===== src/rtl/alu16_pkg.sv =====
// ----------------------------------------------------------------------------
// alu16_pkg : operand/count widths and op-code encoding for the bit-serial ALU
// Rev 1.0
// ----------------------------------------------------------------------------
`default_nettype none

package alu16_pkg;

  localparam int WIDTH = 16;
  localparam int CNT_W = 4;

  typedef logic [2:0] op_t;

  localparam op_t OP_ADD  = 3'b000;
  localparam op_t OP_SUB  = 3'b001;
  localparam op_t OP_AND  = 3'b010;
  localparam op_t OP_OR   = 3'b011;
  localparam op_t OP_XOR  = 3'b100;
  localparam op_t OP_NAND = 3'b101;
  localparam op_t OP_NOR  = 3'b110;
  localparam op_t OP_XNOR = 3'b111;

endpackage

`default_nettype wire


===== src/rtl/alu16_bitslice.sv =====
// ----------------------------------------------------------------------------
// alu16_bitslice : one-bit combinational ALU slice (result bit and carry out)
// Rev 1.0
// ----------------------------------------------------------------------------
`default_nettype none

module alu16_bitslice
  import alu16_pkg::*;
(
  input  logic i_a,
  input  logic i_b,
  input  logic i_cin,
  input  op_t  i_op,
  output logic o_bit,
  output logic o_cout
);

  logic w_b;

  always_comb begin
    o_bit  = 1'b0;
    o_cout = 1'b0;
    // subtraction is A + ~B with the carry chain seeded to 1
    w_b    = (i_op == OP_SUB) ? ~i_b : i_b;
    case (i_op)
      OP_ADD, OP_SUB: begin
        o_bit  = i_a ^ w_b ^ i_cin;
        o_cout = (i_a & w_b) | (i_a & i_cin) | (w_b & i_cin);
      end
      OP_AND:  o_bit = i_a & i_b;
      OP_OR:   o_bit = i_a | i_b;
      OP_XOR:  o_bit = i_a ^ i_b;
      OP_NAND: o_bit = ~(i_a & i_b);
      OP_NOR:  o_bit = ~(i_a | i_b);
      OP_XNOR: o_bit = ~(i_a ^ i_b);
      default: o_bit = 1'b0;
    endcase
  end

endmodule

`default_nettype wire


===== src/rtl/alu16.sv =====
// ----------------------------------------------------------------------------
// alu16 : bit-serial 16-bit ALU, one result bit per clock, LSB first
// Rev 1.0
// ----------------------------------------------------------------------------
`default_nettype none

module alu16 #(
  parameter int WIDTH = alu16_pkg::WIDTH
) (
  input  logic                         clk,
  input  logic                         rst,
  input  logic                         on,
  input  logic [WIDTH-1:0]             ina,
  input  logic [WIDTH-1:0]             inb,
  input  logic [2:0]                   op,
  output logic [WIDTH:0]               out,
  output logic [alu16_pkg::CNT_W-1:0]  count
);

  import alu16_pkg::*;

  localparam logic [0:0]       S_IDLE = 1'b0;
  localparam logic [0:0]       S_BUSY = 1'b1;
  localparam logic [CNT_W-1:0] C_LAST = CNT_W'(WIDTH - 1);

  logic [0:0]       r_state;
  logic [0:0]       w_next;
  logic             w_load;
  logic             w_step;
  logic             w_last;

  logic [WIDTH-1:0] r_a;
  logic [WIDTH-1:0] r_b;
  op_t              r_op;
  logic             r_carry;
  logic [WIDTH-1:0] r_word;
  logic             r_flag;
  logic [CNT_W-1:0] r_count;

  logic             w_bit;
  logic             w_cout;

  assign w_last = (r_count == C_LAST);

  always_ff @(posedge clk) begin
    if (rst) begin
      r_state <= S_IDLE;
    end else begin
      r_state <= w_next;
    end
  end

  always_comb begin
    w_next = r_state;
    case (r_state)
      S_IDLE:  if (on)     w_next = S_BUSY;
      S_BUSY:  if (w_last) w_next = S_IDLE;
      default: w_next = S_IDLE;
    endcase
  end

  always_comb begin
    w_load = 1'b0;
    w_step = 1'b0;
    case (r_state)
      S_IDLE:  w_load = on;
      S_BUSY:  w_step = 1'b1;
      default: ;
    endcase
  end

  alu16_bitslice u_slice (
    .i_a    (r_a[0]),
    .i_b    (r_b[0]),
    .i_cin  (r_carry),
    .i_op   (r_op),
    .o_bit  (w_bit),
    .o_cout (w_cout)
  );

  // operands shift right so the slice always sees the current bit at index 0
  always_ff @(posedge clk) begin
    if (rst) begin
      r_a     <= '0;
      r_b     <= '0;
      r_op    <= OP_ADD;
      r_carry <= 1'b0;
      r_word  <= '0;
      r_flag  <= 1'b0;
      r_count <= '0;
    end else if (w_load) begin
      r_a     <= ina;
      r_b     <= inb;
      r_op    <= op;
      r_carry <= (op == OP_SUB);
      r_word  <= '0;
      r_flag  <= 1'b0;
      r_count <= '0;
    end else if (w_step) begin
      r_a             <= r_a >> 1;
      r_b             <= r_b >> 1;
      r_carry         <= w_cout;
      r_word[r_count] <= w_bit;
      r_count         <= r_count + 1'b1;
      if (w_last) begin
        r_flag <= w_cout;
      end
    end
  end

  assign out   = {r_flag, r_word};
  assign count = r_count;

endmodule

`default_nettype wire


===== config.mk =====
export PLATFORM = sky130hd
export DESIGN_NAME = alu16
export DESIGN_NICKNAME = d
export VERILOG_FILES = /design/src/rtl/alu16_pkg.sv /design/src/rtl/alu16_bitslice.sv /design/src/rtl/alu16.sv
export SDC_FILE = /design/constraint.sdc
export NUM_CORES = 1
export LEC_CHECK = 0
export BUFFER_PORTS_ARGS = -buffer_cell sky130_fd_sc_hd__clkbuf_2
export CORE_AREA = 2 2 79 81
export CTS_CLUSTER_SIZE = 28
export DETAILED_ROUTE_END_ITERATION = 16
export DIE_AREA = 0 0 81 83
export GPL_ROUTABILITY_DRIVEN = 0
export HOLD_SLACK_MARGIN = 0.02
export PLACE_DENSITY_LB_ADDON = 0.05
export SLEW_MARGIN = 10
export SYNTH_ARGS = -nofsm -noshare
export SYNTH_HDL_FRONTEND = slang
export SYNTH_HIERARCHICAL = 1
export SYNTH_SLANG_ARGS = --single-unit

===== constraint.sdc =====
create_clock -name clk -period 2.2 [get_ports clk]
set_input_delay 0.22 -clock clk [delete_from_list [all_inputs] [get_ports clk]]
set_output_delay 0.22 -clock clk [all_outputs]
set_load 0.01 [all_outputs]

; Word-level counts from Yosys, hierarchy flattened
; Cells that the tools add are included.
[word_totals]
regBits = 58
in_bits = 38
out_inout_bits = 21
elab_cells = 58
[classes]
n_eq_ne = 9
n_reduce_logical = 6
n_bitwise = 15
n_lt_le_gt_ge = 2
addsub = 1
n_mux = 17
[ops]
columns = cell, n
row1 = $mux W16, 4
row2 = $bwmux W16, 1
row3 = $eq A3 B3 Y1 const B, 4
row4 = $mux W1, 9
row5 = $pmux W1 S7, 1
row6 = $eq A3 B1 Y1 const B, 2
row7 = $eq A3 B2 Y1 const B, 2
row8 = $lt A4 B5 Y1 const B, 1
row9 = $not A1 Y1, 5
row10 = $add A4 B1 Y4 const B, 1
row11 = $and A1 B1 Y1, 4
row12 = $demux W1 S4, 1
row13 = $eq A4 B4 Y1 const B, 1
row14 = $ge A4 B1 Y1 const B, 1
row15 = $reduce_or A2 Y1, 2
row16 = $logic_not A3 Y1, 1
row17 = $or A1 B1 Y1, 3
row18 = $xor A1 B1 Y1, 3
row19 = $pmux W1 S2, 1
row20 = $reduce_and A2 Y1, 1
row21 = $reduce_bool A2 Y1, 1
row22 = $logic_and A1 B1 Y1, 1

; Depth between registers and ports, before layout
; Gate-level depths: netlist (run 1).
[logic_depth]
word_depth = 8
mapped_depth = 8
depth_no_buf = 7

; By module
; Netlist (run 1), hierarchy kept.
[by_module_without_submodules]
columns = module, area_per_inst_um2, cells_each, seq_area_each_um2, instances
row1 = alu16, 2656.3, 289, 1161.1, 1
row2 = alu16_bitslice, 128.9, 16, 0.0, 1

; Least setup slack after synthesis (run 1)
; OpenSTA, ideal clock, no wires.
[synth_path]
kind = register -> register
startpoint = register r_op[0]
endpoint = register r_word[5]
path_buffers = 1
t_arrival_ns = 1.965
path_stages_with_launch = 8
setup_time_ns = 0.117
t_required_ns = 2.083
slack_ns = 0.118
synth_period_minus_slack_ns = 2.082
cell_sequence = dfxtp_1 > nand2_1 > xnor2_1 > fa_1 > mux4_2 > clkbuf_1 > mux2i_1 > nor2_1
[synth_between]
elab_chain_cells = 6
elab_cells_between_ends = 14
cone_classes = eq/ne (7) / mux (3) / bitwise (2) / reduce/logical (2)
[synth_rtl]
columns = element, line
row1 = "start, declared", alu16.sv:34  ; op_t r_op;
row2 = "start signal, assigned", alu16.sv:94  ; r_op <= op;
row3 = $eq A3 B1 Y1, "alu16_bitslice.sv:24, alu16_bitslice.sv:25"
row4 = $mux W1, alu16_bitslice.sv:24  ; w_b = (i_op == OP_SUB) ? ~i_b : i_b;
row5 = $xor A1 B1 Y1 (2 in a row), alu16_bitslice.sv:27  ; o_bit = i_a ^ w_b ^ i_cin;
row6 = $pmux W1 S7 (*), alu16_bitslice.sv:25  ; case (i_op)
row7 = net w_bit, alu16.sv:40  ; logic w_bit;
row8 = $bwmux W16 (*), alu16.sv:103  ; r_word[r_count] <= w_bit;
row9 = "end signal, assigned by index", alu16.sv:103
row10 = "end, declared", alu16.sv:36  ; logic [WIDTH-1:0] r_word;
; The timed path passes the listed nets; every way through them passes the cells marked *.
; A chain may end at the register's enable or synchronous reset.

; Final worst setup path (run 1)
[layout_path]
startpoint = register r_op[1]
endpoint = register r_word[0]
; The elaborated chain is that of the path after synthesis.

==> results.cfg, run 1 <==
[floorplanning]
die_area_mm2 = 0.00672
floorplan.die.width_um = 81
core_mm2 = 0.00582
chipHeight_um = 83
core.rowCount = 28
ios = 59
starting_density_pct = 47.9

[clock_tree]
cts_root_buffer = sky130_fd_sc_hd__clkbuf_8
cts.hold.buffers_added = 0
number_of_sinks_handled_by_clock_tree_synthesis = 58
cts-root-to-sink-buffers = 2
tritoncts = done
cts_buffers = 9
clkLatencyLatePin_ps = 330
htree_num_levels = 3
worst_setup_hold_path_clk_slew_ps = 60

[placement]
hpwl_um = 3520
placed_area_mm2 = 0.00309
buffer_ports.inserted = 58
placed_cells = 419

[yosys]
synth_async_sr_flop_share_pct = 0
synthTopCellsByArea = sky130_fd_sc_hd__dfxtp_1 (42%), sky130_fd_sc_hd__mux2i_1 (19%), sky130_fd_sc_hd__nor2b_1 (6.7%), sky130_fd_sc_hd__o21ai_0 (5.4%), sky130_fd_sc_hd__nand2_1 (4.3%)
synth_area_leader_cell = sky130_fd_sc_hd__dfxtp_1
yosys.area_share.adder_pct = 3.41
yosys.cell_count.top_type = sky130_fd_sc_hd__dfxtp_1
synth_edf_count = 0
post_synth_and_or_nand_nor_area_fraction_pct = 21.4
post_synth_instance_area_mm2 = 0.00279
synth.top_cell.area_share_pct = 41.7
synth_compound_gate_area_share_pct = 6.92
dominantRegCellSynth = sky130_fd_sc_hd__dfxtp_1
largest_family_of_logic_cells_by_synthesized_area = simple AND/OR/NAND/NOR gates
synth_top_cells_by_count = sky130_fd_sc_hd__dfxtp_1 (58), sky130_fd_sc_hd__mux2i_1 (53), sky130_fd_sc_hd__nand2_1 (32)
ys_seq_area_share_pct = 41.7
synthMuxAreaShare_pct = 19.9
synthesis.yosys.warnings = 6
post_synth.cell_area_avg_um2 = 9.13
synthesis.instances = 305
synthesized_nets = 350
number_of_flip_flops_and_latches_in_the_synthesized_netlist = 58
synth_xor_xnor_area_share_pct = 1.26
synth_cell_type_count = 28

[sta]
fin_worst_hold_slack_ps = 140
timing.final.crit_share_pct = 98.2
post_route_skew_ps = 4.70
rsz0062_at_grt = true
endpoints_failing_hold = 0
clock.fmax_ghz = 0.463
max-slew-margin-rel_pct = 49.6
tightestPinTransition_ps = 756
finalSetupViolations = 0
final_period_minus_worst_setup_slack_ps = 2160
timing.final.max_slew_violations = 0

[final_layout]
layout-area-overhead-vs-synth_pct = 19.9
nNetsFinal = 404
filler_cell_count = 574
fin_area_mm2 = 0.00334
layoutNonFillerInstCount = 439
diodes = 0
final_layout_size_suffix_gt1_share_pct = 25.0

[worst_setup_path]
timing.critical_path.arrival_ps = 2350
required_ps = 2390
worstPathMaxFanout = 8
crit_path_capture_type = flop
path_class = reg2reg
worstSetupStartpointType = flop

[global_routing]
wire_length_of_the_first_global_routing_pass_um = 9100
groute.usage.overall_pct = 17.2
antenna_violations_before_repair = 0
grt_overflow = 0
grt_pass1_vias = 2072
grt_start_max_net_pins = 63

[run_status]
run_status = finished clean

[pwr]
power.share.combinational_pct = 12.9
power.share.clock_pct = 38.5
power.sequential.fraction_pct = 48.6
vdd.ir_drop.worst_uv = 351
power_switching_share_pct = 25.5
p_int_mw = 1.74
switchingPower_mw = 0.594
power-per-cell-area_mw_per_mm2 = 699
power.static_leakage_nw = 1.52

[routing]
detail_route.vias_per_cell = 5.10
drt_wl_total_um = 5780
wl_per_cell_um = 13.2
detail_route.drc_violations = 0
initialDrtViolationCount = 90
first_pass_iteration_count_of_the_detailed_router = 4
via_count = 2239
ant_nets = 0

[run]
cap_violations = 0

[hold_path]
min_path_type = in2reg
## placed cells by master, fill, tap and decap left out, types with 3 or more instances in the layout
| master | netlist | routed |
|---|---|---|
| sky130_fd_sc_hd__nor2b_1 | 30 | 30 |
| sky130_fd_sc_hd__clkbuf_2 | 0 | 58 |
| sky130_fd_sc_hd__ha_1 | 6 | 6 |
| sky130_fd_sc_hd__nand2_1 | 32 | 31 |
| sky130_fd_sc_hd__nand4_1 | 6 | 6 |
| sky130_fd_sc_hd__nand4b_1 | 8 | 8 |
| sky130_fd_sc_hd__buf_4 | 5 | 8 |
| sky130_fd_sc_hd__nor4bb_1 | 3 | 3 |
| sky130_fd_sc_hd__mux2i_1 | 53 | 53 |
| sky130_fd_sc_hd__o21ai_0 | 30 | 30 |
| sky130_fd_sc_hd__nor2_1 | 28 | 27 |
| sky130_fd_sc_hd__a21oi_1 | 4 | 4 |
| sky130_fd_sc_hd__dfxtp_1 | 58 | 55 |
| sky130_fd_sc_hd__inv_1 | 7 | 7 |
| sky130_fd_sc_hd__clkbuf_8 | 0 | 12 |
| sky130_fd_sc_hd__nor3_1 | 3 | 3 |
## through the flow
stage / setup TNS [ps] / util, % / total power [mW] / setup slack (ps)
after floorplan: 0 / - / 1.36 / 118
after global placement: 0 / 53.1 / 1.43 / 105
after detailed placement: 0 / 53.1 / 1.43 / 21.2
after CTS: 0 / 56.2 / 2.33 / 9.45
after global routing: -224 / 57.4 / 2.45 / -47.5
final: 0 / 57.4 / 2.33 / 39.1
## power by group through the flow
stage,sequential (mW),clock (mW),combinational [mW]
floorplan,1.14,0,0.213
global placement,1.15,0,0.273
detailed placement,1.16,0,0.277
CTS,1.13,0.921,0.279
global route,1.14,0.976,0.335
finish,1.13,0.899,0.300
## final cells by class
cell class              instances  area (um^2)  area share, %
inverters                       8         30.0          0.899
multi-input cells             216         1510           45.3
clock inverters                 2         10.0          0.300
clock buffers                  14          173           5.17
well taps                      75         93.8           2.81
repair buffers                 66          350           10.5
flip-flops and latches         58         1170           35.0
## flip-flops by register name, indices dropped and copies added, names as in the netlist
register  count
r_op          3
r_b          16
r_carry       1
count         4
r_a          16
r_flag        1
r_word       16
r_state       1
## worst max-delay path, stage by stage, from the launching register on
cell	delay, ps
sky130_fd_sc_hd__dfxtp_4	360
sky130_fd_sc_hd__nor2_4	110
sky130_fd_sc_hd__nand2_2	80
sky130_fd_sc_hd__xnor2_2	140
sky130_fd_sc_hd__fa_1	510
sky130_fd_sc_hd__mux4_2	590
sky130_fd_sc_hd__mux2i_1	190
sky130_fd_sc_hd__nor2_1	50
## cell families after synthesis
kind of cell	count (synthesis)
compound gates	36
buf+inv	32
flops	58
xor+xnor	4
fa+ha+maj	7
simple gates	114
mux	54
## timing repair
item | in CTS | in global routing
gates resized for setup | 0 | 9
buffers inserted | 0 | 3
endpoints found under the setup margin | 0 | 16
## worst paths after layout
check / from / end / slack (ps) / cells after the start
setup / recovery: r_op[1] / r_word[0] / 40 / 7
hold / removal: op[0] / r_op[0] / 140 / 3
setup reg to reg: r_op[1] / r_word[0] / 40 / 7
hold reg to reg: r_word[3] / r_word[3] / 480 / 2
## routing by layer
| layer | GRT usage [%] | vias to the layer above | share of wire [%] |
|---|---|---|---|
| met3 | 3.70 | 8 | 5.1 |
| met5 | 0 | - | 0 |
| li1 | - | 1140 | - |
| met1 | 22.1 | 1039 | 49 |
| met4 | 9.86 | 0 | 2.0 |
| met2 | 26.3 | 52 | 44 |
No activity file was read; power rests on OpenSTA's default activity.
==> run 2: changes to the inputs <==
--- a/config.mk
+++ b/config.mk
@@ -8,6 +8,6 @@
 export BUFFER_PORTS_ARGS = -buffer_cell sky130_fd_sc_hd__clkbuf_2
-export CORE_AREA = 2 2 79 81
+export CORE_AREA = 2 2 78 80
 export CTS_CLUSTER_SIZE = 28
 export DETAILED_ROUTE_END_ITERATION = 16
-export DIE_AREA = 0 0 81 83
+export DIE_AREA = 0 0 80 82
 export GPL_ROUTABILITY_DRIVEN = 0
@@ -18,3 +18,2 @@
 export SYNTH_HDL_FRONTEND = slang
-export SYNTH_HIERARCHICAL = 1
 export SYNTH_SLANG_ARGS = --single-unit
==> constraint.sdc (replaced) <==
create_clock -name clk -period 2.2 [get_ports clk]
set_input_delay 0.11 -clock clk [delete_from_list [all_inputs] [get_ports clk]]
set_output_delay 0.11 -clock clk [all_outputs]
set_load 0.01 [all_outputs]
==> run 2 against run 1 <==
Net effect: clock-buffer cell count down 2; sequential share of layout area increased by 1.8 points; utilization decreased by 2.5 points; worst setup slack gained 180 ps; via count shrank 4.5%; hold slack worse by 97 ps; critical endpoint is now r_word[2]; flip-flop and latch count did not move; combinational power down 2%; die area fell by 2.4%.
==> results.cfg, run 2 <==
[sta]
rsz0062_at_grt = false
post_route_skew_ps = 5.44
tightestPinTransition_ps = 511
endpoints_failing_hold = 0
fin_worst_hold_slack_ps = 43.5
setup_slack_ps = 222
final_period_minus_worst_setup_slack_ps = 1980
max-slew-margin-rel_pct = 65.9
finalSetupTns_ps = 0
finalSetupViolations = 0
timing.final.max_slew_violations = 0
clock.fmax_ghz = 0.506
timing.final.crit_share_pct = 89.9

[yosys]
number_of_flip_flops_and_latches_in_the_synthesized_netlist = 58
yosys.cell_count.top_type = sky130_fd_sc_hd__nor2_1
synthesis.instances = 310
synth.top_cell.area_share_pct = 43.4
synth_edf_count = 0
synth_top_cells_by_count = sky130_fd_sc_hd__nor2_1 (82), sky130_fd_sc_hd__dfxtp_1 (58), sky130_fd_sc_hd__a21oi_1 (39)
synthesized_nets = 355
post_synth_instance_area_mm2 = 0.00268
ys_seq_area_share_pct = 43.4
synth_cell_type_count = 33
dominantRegCellSynth = sky130_fd_sc_hd__dfxtp_1
synth_async_sr_flop_share_pct = 0
synthesis.yosys.warnings = 0
synth_area_leader_cell = sky130_fd_sc_hd__dfxtp_1
post_synth.cell_area_avg_um2 = 8.64
synthTopCellsByArea = sky130_fd_sc_hd__dfxtp_1 (43%), sky130_fd_sc_hd__mux2i_1 (14%), sky130_fd_sc_hd__nor2_1 (11%), sky130_fd_sc_hd__a21oi_1 (7.3%), sky130_fd_sc_hd__a21oi_2 (2.9%)

[worst_setup_path]
worstPathMaxFanout = 16
worst_path_most_repeated_cell = sky130_fd_sc_hd__a21oi_1
critical_path.cell_chain = nor2_1 -> nand2_1 -> xnor2_1 -> fa_1 -> a21oi_1 -> a22o_4 -> a21oi_1
timing.critical_path.arrival_ps = 2180
required_ps = 2410
crit_path_capture_type = flop
r2r.worst_path.cells = 7
setup.worst_path.start = r_op[1]
path_class = reg2reg
r2r-start = r_op[1]
reg2reg_setup_slack_ps = 220
worstSetupStartpointType = flop
critical_path.endpoint = r_word[2]
worst_path_largest_cell_delay_ps = 440
worst_r2r_endpoint = r_word[2]
worst_path_slowest_cell = sky130_fd_sc_hd__fa_1

[pwr]
power.share.combinational_pct = 12.9
power.share.clock_pct = 37.3
power.sequential.fraction_pct = 49.8
power-per-cell-area_mw_per_mm2 = 720
power.static_leakage_nw = 1.42
switchingPower_mw = 0.589
p_int_mw = 1.68
power_switching_share_pct = 25.9
vdd.ir_drop.worst_uv = 385

[routing]
detail_route.drc_violations = 0
detail_route.vias_per_cell = 4.84
ant_nets = 0
drt_wl_total_um = 5190
first_pass_iteration_count_of_the_detailed_router = 4
initialDrtViolationCount = 94
via_count = 2139
wl_per_cell_um = 11.7

[run]
cap_violations = 0

[floorplanning]
core.rowCount = 28
die_area_mm2 = 0.00656
floorplan.die.width_um = 80
ios = 59
starting_density_pct = 46.6
chipHeight_um = 82
core_mm2 = 0.00575

[final_layout]
nNetsFinal = 408
mostFrequentLayoutCell = sky130_fd_sc_hd__nor2_1
final_cell_mix = sky130_fd_sc_hd__nor2_1 (82), sky130_fd_sc_hd__clkbuf_2 (58), sky130_fd_sc_hd__dfxtp_1 (57), sky130_fd_sc_hd__a21oi_1 (39), sky130_fd_sc_hd__mux2i_1 (37)
biggestRegsByFlops = r_a (16), r_b (16), r_word (16)
final_layout_size_suffix_gt1_share_pct = 25.1
layout-area-overhead-vs-synth_pct = 17.8
diodes = 0

[global_routing]
groute.usage.overall_pct = 17.1
grt_overflow = 0
grt_start_max_net_pins = 32
antenna_violations_before_repair = 0
wire_length_of_the_first_global_routing_pass_um = 8630
grt_pass1_vias = 1910

[clock_tree]
htree_num_levels = 3
cts-resized-gates = 0
tritoncts = done
number_of_sinks_handled_by_clock_tree_synthesis = 58
cts-root-to-sink-buffers = 2
worst_setup_hold_path_clk_slew_ps = 60
clkLatencyLatePin_ps = 330
cts_root_buffer = sky130_fd_sc_hd__clkbuf_8
post_cts_buffers = 0
cts.hold.buffers_added = 0
cts_buffers = 9

[run_status]
run_status = finished clean

[hold_path]
min_path_type = in2reg

[placement]
hpwl_um = 3650
buffer_ports.inserted = 58
post-place-ws_ps = 211
==> run 2: changes by cell type in the layout (fill, tap and decap cells not counted), moves of 15 or more <==
cell,before,now
sky130_fd_sc_hd__mux2i_1,53,37
sky130_fd_sc_hd__a21oi_1,4,39
sky130_fd_sc_hd__nor2_1,27,82
sky130_fd_sc_hd__o21ai_0,30,15
sky130_fd_sc_hd__nand2_1,31,8
sky130_fd_sc_hd__nor2b_1,30,2
==> run 2: worst min path at each step <==
stage | start | endpoint | cells past startpoint
2_1_floorplan | op[1] | r_op[1] | 2
3_3_place_gp | op[1] | r_op[1] | 3
3_5_place_dp | op[0] | r_op[0] | 3
4_1_cts | op[0] | r_op[0] | 3
5_1_grt | op[0] | r_op[0] | 3
6_report | op[0] | r_op[0] | 3
==> run 2: metrics by stage <==
step | instance area [um^2] | util (%) | std cells | power, mW
after floorplan | 2680 | - | 310 | 1.39
after global placement | 2980 | 51.9 | 427 | 1.45
after detailed placement | 2980 | 51.9 | 427 | 1.45
after CTS | 3150 | 54.9 | 442 | 2.30
after global routing | 3150 | 54.9 | 442 | 2.40
final | 3150 | 54.9 | 442 | 2.27
==> run 2: cell families after synthesis <==
kind of cell	share of synthesized area [%]
xor gates and xnor gates	1.31
DFF	43.4
adders and majority gates	3.55
muxes	14.3
and+or+nand+nor	16.8
AOI/OAI and AO/OA	15.4
buffers and inverters	5.33
==> run 2: final cells by class <==
| class | instances | area (um^2) |
|---|---|---|
| Clock buffer | 12 | 155 |
| Clock inverter | 3 | 15.0 |
| Fill cell | 565 | 2590 |
| Inverter | 5 | 18.8 |
| Multi-Input combinational cell | 225 | 1370 |
| Sequential cell | 58 | 1160 |
| Tap cell | 75 | 93.8 |
| Timing Repair Buffer | 64 | 335 |
==> run 2: worst max-delay path, delay by kind of cell, from the launching register on <==
kind                     cells  cell delay, ps
flip-flops                   1             360
AO/OA/AOI/OAI                3             590
AND/OR/NAND/NOR              2             280
adder cells (fa/ha/maj)      1             440
XOR/XNOR                     1             190
==> run 2: metal layers <==
layer	part of all wire, %	GRT usage, %
met1	49	21.7
met2	45	26.3
met3	4.9	5.71
met4	1.4	7.63
met5	0	0
==> run 2: power by group through the flow <==
| stage | Sequential [mW] | Combinational, mW | Clock, mW |
|---|---|---|---|
| after floorplan | 1.14 | 0.249 | 0 |
| after global placement | 1.15 | 0.295 | 0 |
| after detailed placement | 1.15 | 0.297 | 0 |
| after CTS | 1.13 | 0.299 | 0.873 |
| after global routing | 1.14 | 0.335 | 0.930 |
| final | 1.13 | 0.294 | 0.847 |
